<file path="src/rtl/rgb_fade_sequencer.sv">
// Three-channel RGB PWM fade controller: shared PWM counter, per-channel level ramps.
// Define GAMMA_CORRECT_EN to use a squared (perceptual) level-to-compare mapping.
module rgb_fade_sequencer #(
    parameter int unsigned PWM_BITS   = 16,
    parameter int unsigned LEVEL_BITS = 8,
    parameter int unsigned RATE_BITS  = 8
) (
    input  logic                      CLK,
    input  logic                      RST_N,
    input  logic                      cmd_valid,
    output logic                      cmd_ready,
    input  logic [1:0]                cmd_chan,
    input  logic [LEVEL_BITS-1:0]     cmd_level,
    input  logic [RATE_BITS-1:0]      cmd_rate,
    output logic [2:0]                busy,
    output logic [3*LEVEL_BITS-1:0]   level,
    output logic                      period_tick,
    output logic [2:0]                pwm_out
);

    typedef enum logic {
        S_IDLE = 1'b0,
        S_RAMP = 1'b1
    } state_t;

    logic [PWM_BITS-1:0]   r_cnt;
    logic                  r_tick;
    logic                  r_ready;
    logic [2:0]            r_pwm;
    state_t                r_state  [3];
    logic [LEVEL_BITS-1:0] r_level  [3];
    logic [LEVEL_BITS-1:0] r_target [3];
    logic [RATE_BITS-1:0]  r_rate   [3];
    logic [RATE_BITS-1:0]  r_div    [3];
    logic [PWM_BITS-1:0]   r_shadow [3];

    logic                  w_acc;
    logic [2:0]            w_sel;
    logic [LEVEL_BITS-1:0] w_step   [3];
    logic [PWM_BITS-1:0]   w_cmp    [3];

`ifdef GAMMA_CORRECT_EN
    localparam int unsigned SQ_SHIFT = 2*LEVEL_BITS - PWM_BITS;
    logic [2*LEVEL_BITS-1:0] w_sq [3];
`endif

    assign w_acc       = cmd_valid & r_ready;
    assign cmd_ready   = r_ready;
    assign period_tick = r_tick;
    assign pwm_out     = r_pwm;

    always_comb begin
        level = '0;
        busy  = '0;
        for (int unsigned i = 0; i < 3; i++) begin
            w_sel[i]  = w_acc && ((cmd_chan == 2'd3) || (cmd_chan == 2'(i)));
            w_step[i] = (r_target[i] > r_level[i]) ? r_level[i] + LEVEL_BITS'(1)
                                                   : r_level[i] - LEVEL_BITS'(1);
`ifdef GAMMA_CORRECT_EN
            w_sq[i]   = (2*LEVEL_BITS)'(r_level[i]) * (2*LEVEL_BITS)'(r_level[i]);
            w_cmp[i]  = PWM_BITS'(w_sq[i] >> SQ_SHIFT);
`else
            w_cmp[i]  = PWM_BITS'(r_level[i]) << (PWM_BITS - LEVEL_BITS);
`endif
            level[i*LEVEL_BITS +: LEVEL_BITS] = r_level[i];
            busy[i]   = (r_state[i] == S_RAMP);
        end
    end

    always_ff @(posedge CLK or negedge RST_N) begin
        if (!RST_N) begin
            r_cnt   <= '0;
            r_tick  <= 1'b0;
            r_ready <= 1'b0;
            r_pwm   <= '0;
            for (int unsigned i = 0; i < 3; i++) begin
                r_state[i]  <= S_IDLE;
                r_level[i]  <= '0;
                r_target[i] <= '0;
                r_rate[i]   <= '0;
                r_div[i]    <= '0;
                r_shadow[i] <= '0;
            end
        end else begin
            r_ready <= 1'b1;
            r_cnt   <= r_cnt + PWM_BITS'(1);
            r_tick  <= (r_cnt == '1);
            for (int unsigned i = 0; i < 3; i++) begin
                // An accepted command takes priority over a coincident ramp step.
                if (w_sel[i]) begin
                    r_target[i] <= cmd_level;
                    r_rate[i]   <= cmd_rate;
                    r_div[i]    <= '0;
                    if (cmd_rate == '0) begin
                        r_level[i] <= cmd_level;
                        r_state[i] <= S_IDLE;
                    end else if (cmd_level == r_level[i]) begin
                        r_state[i] <= S_IDLE;
                    end else begin
                        r_state[i] <= S_RAMP;
                    end
                end else if (r_tick && (r_state[i] == S_RAMP)) begin
                    if (r_div[i] == r_rate[i] - RATE_BITS'(1)) begin
                        r_div[i]   <= '0;
                        r_level[i] <= w_step[i];
                        if (w_step[i] == r_target[i])
                            r_state[i] <= S_IDLE;
                    end else begin
                        r_div[i] <= r_div[i] + RATE_BITS'(1);
                    end
                end
                // Shadow compare only changes at the period boundary.
                if (r_cnt == '1)
                    r_shadow[i] <= w_cmp[i];
                r_pwm[i] <= (r_cnt < r_shadow[i]);
            end
        end
    end

endmodule

</file>
<file path="config.mk">
export PLATFORM = sky130hd
export DESIGN_NAME = rgb_fade_sequencer
export DESIGN_NICKNAME = d
export VERILOG_FILES = /design/src/rtl/rgb_fade_sequencer.sv
export SDC_FILE = /design/constraint.sdc
export NUM_CORES = 1
export LEC_CHECK = 0
export CAP_MARGIN = 20
export CORE_MARGIN = 5
export CORE_UTILIZATION = 55
export CTS_CLUSTER_DIAMETER = 30
export CTS_CLUSTER_SIZE = 40
export DETAILED_ROUTE_END_ITERATION = 7
export GPL_TIMING_DRIVEN = 0
export PLACE_DENSITY = 0.87
export SYNTH_ARGS = -nofsm -noshare
export SYNTH_HDL_FRONTEND = slang
export SYNTH_SLANG_ARGS = --single-unit
</file>
<file path="constraint.sdc">
create_clock -name CLK -period 3.46 [get_ports CLK]
set_input_delay 0.346 -clock CLK [delete_from_list [all_inputs] [get_ports CLK]]
set_output_delay 0.346 -clock CLK [all_outputs]
set_load 0.05 [all_outputs]
</file>
==> results.md <==
- WHS Endpoint: r_target[19]
- Die Span Y: 141.5 um
- Antenna violations before repair: 0
- Worst min-delay path startpoint: cmd_level[3]
- Global placer's final weighted congestion: 0.9694
- Sequential power share: 0.365
- Number of sinks driven by the clock tree: 144
- Detail Route Antenna Nets: 0
- Setup TNS after final layout: 0 ns
- Finished Cell Area: 11,020 um2
- Cell Chain, Critical Path: inv_1, ha_1, nor2b_1, o211ai_1, a21oi_2, o21ai_4, inv_1, fa_2, xor2_1, xor2_1, o221ai_1, nor4_1, o21ai_0, nor4b_1, a31oi_1
- Maximum ir drop on the vdd rail: 0.0003332 V
- Reg-to-Reg Start: level[1]
- Worst Setup Start Kind: register
- Number of placed I/O pins: 53
- Worst path buffer plus inverter count: 2
- Reg-to-reg setup timing slack: 0.06 ns
- Maximum fanout along the worst path: 3
- Synthesized Nets: 1,191
- Clock-pin slew reported for the worst setup and hold paths after clock tree synthesis: 0.07 ns
- Number of global-route vias before repair: 8,643
- Fraction of registers with async set/reset: 1.000
- Die ar.: 20,030 um2
- Port Buffers: 44
- FF/Latch Area: 3620 um2
- Reg-to-reg endpoint: busy[0]
- Post-Synthesis Cells: 1,091
- Global route total overflow: 0
- Routed length per instance: 18.07 um
- DPL Wire Length: 18,090 um
- Crit Path Class: register to register
- Total iterations of the first detailed-routing run: 6
- Result of the run: completed
- Leading cell type in the layout, fill and taps excluded: nand2_1
- Total number of vias: 8,480
- Fill cells: 1,322
- Internal power component: 3.467 mW
- Unique cell type count in the Yosys netlist: 73
- Standard cell area after detailed placement: 10,290 um2
- Net total in the final layout: 1,264
- Maxcap violations: 0
- Number of failing setup endpoints in the final timing report: 0
- Final Hold Fails: 0
- Post-layout minimum cycle time: 3.397 ns
- Sequential fraction of the synthesis area: 0.3786
- Post-placement cell count: 1,361
- Multi-input logic area: 5557 um2
- CTS Root Cell: clkbuf_16
- Critical path capture point type: register
- Antenna diode count: 0
- Depth of the worst register-to-register path: 15
- Core box area: 17,120 um2
- Number of register bits inferred by synthesis: 144
- Clock share of power: 0.326
- Switching power: 1.944 mW
- Vias/cell: 6.049
- Mean area per synthesized cell: 8.723 um2
- Fraction of the cycle the final worst path needs: 0.9818
- Total clock buffers created by CTS: 17
- Relative contribution of combinational cells to total power: 0.310
- Largest net degree at the start of global routing: 81
- Top achievable clock speed: 294.4 MHz
- Clock insertion delay at the later pin of the skew report: 0.44 ns
- Post-route DRC: 0
- Total routing usage reported by global routing: 0.2583
- Die width: 141.5 um
- Fraction of layout instances using a drive strength above 1: 0.08751
- Data required time at the worst endpoint: 3.77 ns
- CTS H-Tree Depth: 4
- Row cnt: 48
- Pins over their slew limit: 0
- Slowest cell delay on critical path: 0.43 ns
- Post-Route Skew: 0.008560 ns
- RSZ-0062 raised after global routing: yes
- Power consumption: 5.412 mW
- Cell depth of the worst min-delay path: 3
- Count of non-filler cells in the finished layout: 1,402
- Synthesis warning total: 0
- Endpoint arrival time on the critical path: 3.71 ns
- EDFF count, synth: 0
- Total number of cells along the worst setup path: 15
- Max-slew headroom at the worst pin: 0.3448
- Kind of path behind the tightest hold check: primary input to register
- Buffer depth of the longest clock path: 2
- Post-synthesis instance area: 9517 um2
- Static leakage: 5.042 nW
- Top library cells by usage in the layout, fill and taps aside: nand2_1, dfrtp_1, ha_1
- Starting density of the core: 0.5560
- Area growth from synthesis to layout: 15.82%
- Power Dens Cells: 491.0 nW/um2
- Tightest Pin Transition: 0.9792 ns
- Final routed wirelength across all metal layers: 25,340 um
- Violation count after the first detailed-routing iteration: 675
- Slowest cell on crit path: dfrtp_2
- TritonCTS clock tree: yes
- First-pass GRT wire length: 41,550 um
- Post-synth top flop: dfrtp_1
- Switching power share of the total: 0.3593
- CP top delay family: compound AO/OA/AOI/OAI gates
worst reg2reg max path, stage by stage (launching register included):
cell and delay, ns:
dfrtp_2 0.43, inv_1 0.12, ha_1 0.25, nor2b_1 0.14, o211ai_1 0.21, a21oi_2 0.10, o21ai_4 0.18, inv_1 0.08
fa_2 0.36, xor2_1 0.22, xor2_1 0.23, o221ai_1 0.15, nor4_1 0.21, o21ai_0 0.16, nor4b_1 0.30, a31oi_1 0.12
layer usage:
layer | GRT usage | wire, um | vias up | share of wire
li1 | - | - | 3927 | -
met1 | 0.3103 | 10040 | 4033 | 0.40
met2 | 0.4256 | 12150 | 405 | 0.48
met3 | 0.05527 | 1867 | 115 | 0.074
met4 | 0.1561 | 1282 | 0 | 0.051
met5 | 0 | 0 | - | 0
cells in the mapped netlist (2+ instances only):
cell         n  area share
xor2_1      37       0.034
o211ai_1     9      0.0071
and3b_1      3      0.0028
a32oi_1      2      0.0018
buf_2        2      0.0011
ha_1        76        0.10
and3_1      18       0.012
nor2_1      60       0.024
a21oi_1     40       0.021
nor4_1       7      0.0046
nor3b_1      7      0.0055
a31oi_1     23       0.015
nand2_1    203       0.080
o2bb2ai_1    3      0.0028
a211oi_1     3      0.0024
a31o_2       3      0.0028
clkbuf_1    34       0.013
o21ai_1     13      0.0068
o31ai_1      6      0.0047
dfrtp_1    144        0.38
a21o_1      16       0.013
o22ai_1      5      0.0033
o21ai_0     63       0.033
and4_1       2      0.0018
nor2b_1     10      0.0066
nand2b_1    19       0.012
or3_1        3      0.0020
nor3_1      30       0.016
mux2_2       7      0.0083
fa_1         3      0.0063
nand4b_1     2      0.0018
a211o_1      7      0.0064
o211a_1      2      0.0021
a22oi_1      3      0.0024
or2_2        4      0.0026
o21a_1       4      0.0032
buf_4        4      0.0032
o2111ai_1    3      0.0028
xnor2_1     69       0.064
nand4_1     19       0.012
o31ai_4      2      0.0045
inv_1       67       0.026
nand3b_1     4      0.0032
nand3_1     21       0.011
registers in the layout, indices dropped and copies added (netlist names):
signal	flops
r_target	24
level	24
r_div	24
period_tick	1
r_cnt	16
r_rate	24
pwm_out	3
cmd_ready	1
r_shadow	24
busy	3
metrics by stage:
step | hold slack [ns] | utilization | setup WS [ns]
2_1_floorplan | 0.05041 | - | -0.01545
3_3_place_gp | 0.4563 | 0.5997 | -4.178
3_5_place_dp | 0.4469 | 0.6014 | -0.3307
4_1_cts | 0.3242 | 0.6395 | 0.01413
5_1_grt | 0.3741 | 0.6439 | -0.01458
6_report | 0.3327 | 0.6439 | 0.06291
worst max-delay path by stage:
stage | from | to | slack, ns
3_5_place_dp | level[15] | busy[1] | -0.33
5_1_grt | level[5] | busy[0] | -0.01
3_3_place_gp | RST_N | level[6] | -4.18
6_report | level[1] | busy[0] | 0.06
2_1_floorplan | level[23] | level[23] | -0.02
4_1_cts | level[15] | level[15] | 0.01
power groups by stage:
stage          clock network [mW]  registers, mW  logic [mW]
5_1_grt                      1.85           1.99        1.85
4_1_cts                      1.77           1.97        1.62
3_5_place_dp                    0           1.99        1.56
2_1_floorplan                   0           2.00        1.17
6_report                     1.76           1.97        1.68
3_3_place_gp                    0           1.99        1.50
layout make-up:
cell class	instances	share of cell area
clock inverter	15	0.01305
buffer	38	0.01533
timing repair buffer	57	0.05211
multi-input combinational	839	0.5041
clock buffer	17	0.03860
inverter	67	0.02282
sequential	144	0.3284
tap	225	0.02554
cell families after synthesis:
| kind of cell | share of synthesized area |
|---|---|
| xor gates and xnor gates | 0.09755 |
| buffers and inverters | 0.04523 |
| other | 0.0003940 |
| and+or+nand+nor | 0.2060 |
| adders and majority gates | 0.1062 |
| DFF | 0.3786 |
| muxes | 0.01052 |
| AOI/OAI and AO/OA | 0.1554 |
timing repair:
action,4_1_cts,5_1_grt
pin swaps,3,5
gates resized for setup,5,15
cloned,0,0
endpoints found under the hold margin,40,0
setup endpoints to repair,8,10
setup buffers,5,6
hold buffers,1,0
(Power assumes the default switching activity.)
